### config.mk
export PLATFORM = sky130hd
export DESIGN_NAME = aes_ctrl_seq_flat
export DESIGN_NICKNAME = d
export VERILOG_FILES = /design/src/rtl/aes_ctrl_seq_if.sv /design/src/rtl/aes_ctrl_seq.sv /design/src/flat_wrapper.sv
export SDC_FILE = /design/constraint.sdc
export NUM_CORES = 1
export LEC_CHECK = 0
export ABC_AREA = 1
export CORE_MARGIN = 3
export CORE_UTILIZATION = 46
export DETAILED_ROUTE_END_ITERATION = 8
export GPL_TIMING_DRIVEN = 0
export MAX_ROUTING_LAYER = met4
export PLACE_DENSITY = 0.89
export SLEW_MARGIN = 40
export SYNTH_ARGS = -nofsm -noshare
export SYNTH_HDL_FRONTEND = slang
export SYNTH_SLANG_ARGS = --single-unit
### constraint.sdc
create_clock -name clk_i -period 2.5 [get_ports clk_i]
set_clock_uncertainty 0.05 [all_clocks]
set_input_delay 0.375 -clock clk_i [delete_from_list [all_inputs] [get_ports clk_i]]
set_output_delay 0.375 -clock clk_i [all_outputs]
set_load 0.01 [all_outputs]
### src/rtl/aes_ctrl_seq_if.sv
// Valid/ready request and response channel between the AES sequencing
// controller (master) and the cipher-core control FSM (slave).
interface aes_ctrl_seq_if;
  logic in_valid;
  logic in_ready;
  logic out_valid;
  logic out_ready;
  logic start;
  logic dec_key_gen;
  logic key_clear;
  logic data_out_clear;

  modport master (
    output in_valid,
    output out_ready,
    output start,
    output dec_key_gen,
    output key_clear,
    output data_out_clear,
    input  in_ready,
    input  out_valid
  );

  modport slave (
    input  in_valid,
    input  out_ready,
    input  start,
    input  dec_key_gen,
    input  key_clear,
    input  data_out_clear,
    output in_ready,
    output out_valid
  );
endinterface

### src/rtl/aes_ctrl_seq.sv
// AES sequencing controller: tracks register writes and triggers, launches
// cipher, decryption-key-generation and clear requests, owns output status.
module aes_ctrl_seq #(
  parameter int NUM_KEY_WORDS = 8
) (
  input  logic                     clk_i,
  input  logic                     rst_ni,
  input  logic                     manual_op_i,
  input  logic                     op_i,
  input  logic                     start_i,
  input  logic                     key_clear_i,
  input  logic                     data_out_clear_i,
  input  logic [3:0]               data_in_qe_i,
  input  logic [3:0]               data_out_re_i,
  input  logic [NUM_KEY_WORDS-1:0] key_init_qe_i,
  aes_ctrl_seq_if.master           cipher,
  output logic                     data_in_prev_we_o,
  output logic                     data_out_we_o,
  output logic                     idle_o,
  output logic                     stall_o,
  output logic                     output_valid_o,
  output logic                     trigger_ack_o
);

  typedef enum logic [2:0] {
    IDLE       = 3'd0,
    START      = 3'd1,
    WAIT       = 3'd2,
    CLEAR_REQ  = 3'd3,
    CLEAR_WAIT = 3'd4
  } state_e;

  state_e state_q, state_d;

  logic [3:0] data_in_new_q, data_out_read_q, data_out_read_d;
  logic       key_changed_q, output_valid_q;
  logic       start_q, key_clear_q, data_out_clear_q;
  logic       dkg_q, dkg_d;
  logic       kc_sel_q, kc_sel_d, dc_sel_q, dc_sel_d;

  logic       start_cond;
  logic       data_handshake;
  logic       dkg_done;
  logic       clear_done;

  assign start_cond = manual_op_i ? start_q : (data_in_new_q == 4'hF);

  always_comb begin
    state_d                = state_q;
    dkg_d                  = dkg_q;
    kc_sel_d               = kc_sel_q;
    dc_sel_d               = dc_sel_q;
    cipher.in_valid        = 1'b0;
    cipher.out_ready       = 1'b0;
    cipher.start           = 1'b0;
    cipher.dec_key_gen     = 1'b0;
    cipher.key_clear       = 1'b0;
    cipher.data_out_clear  = 1'b0;
    data_in_prev_we_o      = 1'b0;
    data_out_we_o          = 1'b0;
    idle_o                 = 1'b0;
    stall_o                = 1'b0;
    trigger_ack_o          = 1'b0;
    data_handshake         = 1'b0;
    dkg_done               = 1'b0;
    clear_done             = 1'b0;

    case (state_q)
      IDLE: begin
        idle_o = 1'b1;
        // Clears win over a simultaneous start; start_q simply stays pending.
        if (key_clear_q || data_out_clear_q) begin
          kc_sel_d = key_clear_q;
          dc_sel_d = data_out_clear_q;
          state_d  = CLEAR_REQ;
        end else if (start_cond) begin
          dkg_d   = op_i & key_changed_q;
          state_d = START;
        end
      end
      START: begin
        cipher.in_valid    = 1'b1;
        cipher.start       = 1'b1;
        cipher.dec_key_gen = dkg_q;
        if (cipher.in_ready) begin
          // A key-generation run leaves the data start pending for a re-launch.
          if (!dkg_q) begin
            data_in_prev_we_o = 1'b1;
            data_handshake    = 1'b1;
          end
          state_d = WAIT;
        end
      end
      WAIT: begin
        if (dkg_q) begin
          cipher.out_ready = 1'b1;
          if (cipher.out_valid) begin
            dkg_done = 1'b1;
            state_d  = IDLE;
          end
        end else if (!manual_op_i && output_valid_q && (data_out_read_q != 4'hF)) begin
          stall_o = 1'b1;
        end else begin
          cipher.out_ready = 1'b1;
          if (cipher.out_valid) begin
            data_out_we_o = 1'b1;
            state_d       = IDLE;
          end
        end
      end
      CLEAR_REQ: begin
        cipher.in_valid       = 1'b1;
        cipher.key_clear      = kc_sel_q;
        cipher.data_out_clear = dc_sel_q;
        if (cipher.in_ready) state_d = CLEAR_WAIT;
      end
      CLEAR_WAIT: begin
        cipher.key_clear      = kc_sel_q;
        cipher.data_out_clear = dc_sel_q;
        cipher.out_ready      = 1'b1;
        if (cipher.out_valid) begin
          trigger_ack_o = 1'b1;
          clear_done    = 1'b1;
          state_d       = IDLE;
        end
      end
      default: state_d = IDLE;
    endcase
  end

  assign data_out_read_d = (data_out_read_q & ~{4{data_out_we_o}}) | data_out_re_i;
  assign output_valid_o  = output_valid_q;

  always_ff @(posedge clk_i or negedge rst_ni) begin
    if (!rst_ni) begin
      state_q <= IDLE;
      dkg_q   <= 1'b0;
      kc_sel_q <= 1'b0;
      dc_sel_q <= 1'b0;
    end else begin
      state_q <= state_d;
      dkg_q   <= dkg_d;
      kc_sel_q <= kc_sel_d;
      dc_sel_q <= dc_sel_d;
    end
  end

  // Bookkeeping: in every update below a same-cycle set beats the clear.
  always_ff @(posedge clk_i or negedge rst_ni) begin
    if (!rst_ni) begin
      data_in_new_q    <= 4'h0;
      data_out_read_q  <= 4'h0;
      key_changed_q    <= 1'b1;
      output_valid_q   <= 1'b0;
      start_q          <= 1'b0;
      key_clear_q      <= 1'b0;
      data_out_clear_q <= 1'b0;
    end else begin
      data_in_new_q    <= (data_in_new_q & ~{4{data_handshake}}) | data_in_qe_i;
      data_out_read_q  <= data_out_read_d;
      start_q          <= (start_q & ~data_handshake) | start_i;
      key_clear_q      <= (key_clear_q & ~(clear_done & kc_sel_q)) | key_clear_i;
      data_out_clear_q <= (data_out_clear_q & ~(clear_done & dc_sel_q)) | data_out_clear_i;

      if ((|key_init_qe_i) || (clear_done && kc_sel_q)) begin
        key_changed_q <= 1'b1;
      end else if (dkg_done) begin
        key_changed_q <= 1'b0;
      end

      if (data_out_we_o) begin
        output_valid_q <= 1'b1;
      end else if ((clear_done && dc_sel_q) || (data_out_read_d == 4'hF)) begin
        output_valid_q <= 1'b0;
      end
    end
  end

endmodule

### src/flat_wrapper.sv
// flat-port wrapper written by rule: the top's interface ports become plain ports
module aes_ctrl_seq_flat 
#(
  parameter int NUM_KEY_WORDS = 8
)
  (clk_i, rst_ni, manual_op_i, op_i, start_i, key_clear_i, data_out_clear_i, data_in_qe_i, data_out_re_i, key_init_qe_i, data_in_prev_we_o, data_out_we_o, idle_o, stall_o, output_valid_o, trigger_ack_o, cipher_in_valid, cipher_out_ready, cipher_start, cipher_dec_key_gen, cipher_key_clear, cipher_data_out_clear, cipher_in_ready, cipher_out_valid);
  aes_ctrl_seq_if cipher_i ();
  input  logic clk_i;
  input  logic rst_ni;
  input  logic manual_op_i;
  input  logic op_i;
  input  logic start_i;
  input  logic key_clear_i;
  input  logic data_out_clear_i;
  input  logic [3:0] data_in_qe_i;
  input  logic [3:0] data_out_re_i;
  input  logic [NUM_KEY_WORDS-1:0] key_init_qe_i;
  output logic data_in_prev_we_o;
  output logic data_out_we_o;
  output logic idle_o;
  output logic stall_o;
  output logic output_valid_o;
  output logic trigger_ack_o;
  output wire logic [$bits(cipher_i.in_valid)-1:0] cipher_in_valid;
  output wire logic [$bits(cipher_i.out_ready)-1:0] cipher_out_ready;
  output wire logic [$bits(cipher_i.start)-1:0] cipher_start;
  output wire logic [$bits(cipher_i.dec_key_gen)-1:0] cipher_dec_key_gen;
  output wire logic [$bits(cipher_i.key_clear)-1:0] cipher_key_clear;
  output wire logic [$bits(cipher_i.data_out_clear)-1:0] cipher_data_out_clear;
  input wire logic [$bits(cipher_i.in_ready)-1:0] cipher_in_ready;
  input wire logic [$bits(cipher_i.out_valid)-1:0] cipher_out_valid;
  assign cipher_in_valid = cipher_i.in_valid;
  assign cipher_out_ready = cipher_i.out_ready;
  assign cipher_start = cipher_i.start;
  assign cipher_dec_key_gen = cipher_i.dec_key_gen;
  assign cipher_key_clear = cipher_i.key_clear;
  assign cipher_data_out_clear = cipher_i.data_out_clear;
  assign cipher_i.in_ready = cipher_in_ready;
  assign cipher_i.out_valid = cipher_out_valid;
  aes_ctrl_seq #(.NUM_KEY_WORDS(NUM_KEY_WORDS)) u_core (.clk_i(clk_i), .rst_ni(rst_ni), .manual_op_i(manual_op_i), .op_i(op_i), .start_i(start_i), .key_clear_i(key_clear_i), .data_out_clear_i(data_out_clear_i), .data_in_qe_i(data_in_qe_i), .data_out_re_i(data_out_re_i), .key_init_qe_i(key_init_qe_i), .cipher(cipher_i), .data_in_prev_we_o(data_in_prev_we_o), .data_out_we_o(data_out_we_o), .idle_o(idle_o), .stall_o(stall_o), .output_valid_o(output_valid_o), .trigger_ack_o(trigger_ack_o));
endmodule
---- After elaboration in Yosys (flattened, before gate mapping) ----
Index checks and enable logic that the tools add are counted.
operators by class
  eq/ne operators ......................... 11
  muxes and demuxes ....................... 35
  bitwise logic cells ..................... 19
  reduce and logical (&&, ||, !) cells .... 17
operators by type and width
  kind                                                  count
  2-to-1 mux 1 bit                                      26
  2-to-1 mux 3 bit                                      7
  one-hot mux 3 bit (5 select lines)                    1
  AND 4 bit                                             2
  equality test 4 bit (second input constant)           2
  inverter 4 bit                                        2
  bitwise OR 4 bit                                      2
  OR reduction 8 bit                                    1
  AND 1 bit                                             6
  equality test 3 x 2 -> 1 bit (second input constant)  2
  logical AND 1 bit                                     4
  != test 2 bit (second input constant)                 2
  != test 4 bit (second input constant)                 1
  inverter 1 bit                                        4
  AND reduction 4 bit                                   1
  nonzero test 2 bit                                    2
  OR reduction 2 bit                                    2
  equality test 3 x 1 -> 1 bit (second input constant)  1
  equality test 3 bit (second input constant)           1
  logical NOT 3 bit                                     1
  logical OR 1 bit                                      3
  != test 3 x 1 -> 1 bit (second input constant)        1
  != test 3 x 2 -> 1 bit (second input constant)        1
  bitwise OR 1 bit                                      3
  other kinds (4)                                       4
word-level totals
  register bits after elaboration ......... 19
  input bits .............................. 25
  output and inout port bits .............. 12
  logic and storage cells ................. 93

---- Logic depth before layout (Yosys ltp) ----
  depth in word-level cells ............... 13
  gate-level depth with buffers ........... 9
  gate-level depth less buffers ........... 9

---- Worst setup path after synthesis ----
No wires, ideal clock.
  path kind ............................... reg-to-output
  start ................................... reg u_core.state_q[2]
  end ..................................... out cipher_dec_key_gen
  arrival time ............................ 1.091 ns
  slack ................................... 0.984 ns
  stages on the path, launching flop included .. 6
  path buffers ............................ 0
  cell sequence ........................... dfrtp_1 > inv_2 > nand2_1 > nor2_1 > inv_1 > nor2_1
on the way
  cells in the longest elaborated chain, start to end .. 2
ends and longest elaborated chain
  what                          RTL line             RTL
  start: declaration            aes_ctrl_seq.sv:33   state_e state_q, state_d;
  start signal: assignment      aes_ctrl_seq.sv:141  state_q <= state_d;
  equality test 3 x 1 -> 1 bit  aes_ctrl_seq.sv:68   case (state_q)
  2-to-1 mux 1 bit              aes_ctrl_seq.sv:68
  end: declaration              flat_wrapper.sv:27   output wire logic [$bits(cipher_i.dec_key_gen)-1:0] cipher_dec_key_gen;
Every way passes these cells.

---- Worst setup path after layout ----
  start ................................... reg u_core.state_q[1]
  end ..................................... out cipher_key_clear
on the way
  cells in the longest elaborated chain, start to end .. 3
ends and longest elaborated chain
  what                                                                        RTL line            RTL
  equality test 3 x 2 -> 1 bit / equality test 3 bit (equally long branches)  aes_ctrl_seq.sv:68
  OR reduction 2 bit (no source line) *                                       -
  2-to-1 mux 1 bit *                                                          aes_ctrl_seq.sv:68
  end: declaration                                                            flat_wrapper.sv:28  output wire logic [$bits(cipher_i.key_clear)-1:0] cipher_key_clear;
Every way passes the cells marked *; elsewhere a longest branch is shown, timed or not.

==> metrics <==
outcome complete, no violations; post-DR vias/cell a little under 5; # Post-CTS Setup Buffers 0; Die Ht 51.6 µm; DRC viols 0; largest net degree at the start of global routing 20; Yosys cell types 25; placed wire-length estimate 1.87 mm; Synth Instances roughly 120; Tcrit/Tclk final 94.3%; Routed WL 2.27 mm; vias in the first global route 948; EDFF count, synth 0; H-tree Lvls 1; placed insts ~180; maximum VDD drop 0.000376 V; WP data required roughly 2.1 ns; Worst Setup Start Kind flip-flop; die footprint 2660 µm²; CP max FO 5; area growth from synthesis to layout 44.2%; top post-synthesis cells by count nand2_1, inv_1, dfrtp_1, nor2_1, o21bai_1; pre-CTS setup slack around 0.23 ns; Slew @ Worst Pin 0.429 ns; post-route setup TNS 0 ns; via count between 900 and 1000; crit path setup slack, layout 0.143 ns; Die W slightly above 50 µm; PortBufs 36; RSZ-0062 raised after global routing no; Syn Std Cell Area 957 µm²; Ant. Diodes 0; Layout fillers 155; synth top area cells dfrtp_1, nand2_1, inv_1, nor2_1, o21bai_1; CP arrival 1.93 ns; endpoints failing setup 0; post-route cell area 1380 µm²; GR Overflow Total 0; Layout Cells excl Fill ~180; Cell Area, Placed 1340 µm²; share of cells above drive strength 1 11.3%; Max-Cap Viols 0; Final Slew Violations 0; share of the yosys chip area belonging to registers 49.8%; initial core utilization 52.0%; core area 1840 µm²; CTS tree done; Avg Cell Area, Syn 8.11 µm²; Crit Path Category reg -> out; Max Clk Rate 0.424 GHz; Async S/R FF share, synth 100%; Ports 37; first-pass GRT wire length 3.95 mm; Synth Flop Type dfrtp_1; Post-DRT Antenna Nets 0; #FFs+latches synth 19; Pwr Density roughly 750 nW/µm²; Reg clk slew, reported paths 0.11 ns; Synth top area share around 47%; antenna violations before repair 0; Synth area leader dfrtp_1; GP Congestion 0.817; worst-skew pair later-pin latency 0.29 ns; count leader, synth nand2_1; worst-case clock buffer depth 2; Leakage Power roughly 0.73 nW; post-synth net total 143; Worst Hold Slack 0.458 ns; Final Hold Fails 0; slew margin rel. a little under three quarters; Setup crit end kind primary output; root buffer cell clkbuf_4; Post-layout nets 185; DR pass1 iterations 5; total CTS buffers 3; Synth Warn # 0; CTS Sinks 19; worst min path class reg -> reg; Iteration-0 DRC Markers 19; Rows 15; Avg WL per Cell 12.3 µm; Overall Global Routing Usage about a fifth; Tmin final approximately 2.4 ns
## cells in the final DEF (no fill, tap or decap), types with 4 or more instances in the layout
cell,instances
clkdlybuf4s50_1,35
nand2_1,27
inv_1,24
dfrtp_1,18
nor2_1,10
o21bai_1,5
nand2_2,4
## power breakdown
group	internal, mW	switching [mW]
registers	0.353	0.0386
clock network	0.0620	0.0942
logic	0.227	0.254
total	0.642	0.387
## cell type report
type / count / area (µm²) / area share [%]
clock buffers: 4 / 26.3 / 1.90
well taps: 25 / 31.3 / 2.27
flip-flops and latches: 19 / 477 / 34.5
inverters: 25 / 93.8 / 6.80
repair buffers: 37 / 365 / 26.5
multi-input cells: 74 / 387 / 28.0
## path summary, 6_finish.rpt
path | startpoint | end | slack [ns] | depth (start not counted)
max | u_core.state_q[1]$_DFFE_PN0P_ | cipher_key_clear | 0.14 | 5
min | u_core.data_out_read_q[1]$_DFF_PN0_ | u_core.data_out_read_q[1]$_DFF_PN0_ | 0.46 | 2
max reg2reg | u_core.state_q[1]$_DFFE_PN0P_ | u_core.output_valid_o$_DFFE_PN0P_ | 1.12 | 8
min reg2reg | u_core.data_out_read_q[1]$_DFF_PN0_ | u_core.data_out_read_q[1]$_DFF_PN0_ | 0.46 | 2
max in group asynchronous | rst_ni | u_core.key_changed_q$_DFFE_PN1P_ | 1.57 | 2
min in group asynchronous | rst_ni | u_core.data_out_read_q[3]$_DFF_PN0_ | 0.49 | 2
## per-layer routing
| metal | track usage, % | share of wire, % | vias up |
|---|---|---|---|
| met5 | - | 0 | - |
| met4 | 5.24 | 1.3 | 0 |
| met3 | 3.15 | 5.2 | 4 |
| met2 | 36.9 | 52 | 35 |
| met1 | 22.4 | 41 | 419 |
| li1 | - | - | 445 |
## through the flow
| step | power (mW) | util, % |
|---|---|---|
| finish | 1.03 | 75.0 |
| detailed placement | 0.878 | 73.1 |
| CTS | 1.03 | 75.0 |
| global placement | 0.857 | 73.3 |
| floorplan | 0.649 | - |
| global route | 1.10 | 75.0 |
## cells by family (layout without fill, tap and decap cells)
group           count (synthesis)  after routing  synth area share [%]
flops                          19             19                  49.8
simple gates                   54             54                  26.8
buf+inv                        25             66                  9.80
compound gates                 20             20                  13.6
## flip-flops by register name, summed over array words and instances, names as in the netlist
name                     flops
u_core.start_q               1
u_core.kc_sel_q              1
u_core.key_clear_q           1
u_core.data_out_clear_q      1
u_core.data_out_read_q       4
u_core.output_valid_o        1
u_core.key_changed_q         1
u_core.dkg_q                 1
u_core.state_q               3
u_core.dc_sel_q              1
u_core.data_in_new_q         4
## critical path, cell delays in order, from the launching register on
cell             delay [ns]
dfrtp_1                0.45
nor2_1                 0.20
nand2_2                0.10
and2_1                 0.18
nor2_1                 0.13
clkdlybuf4s50_1        0.58
## repair_timing
action | 4_1_cts | 5_1_grt
gates resized for setup | 0 | 0
endpoints found under the hold margin | 18 | 0
hold buffers | 1 | 0
Power figures use the tool's default switching activity.
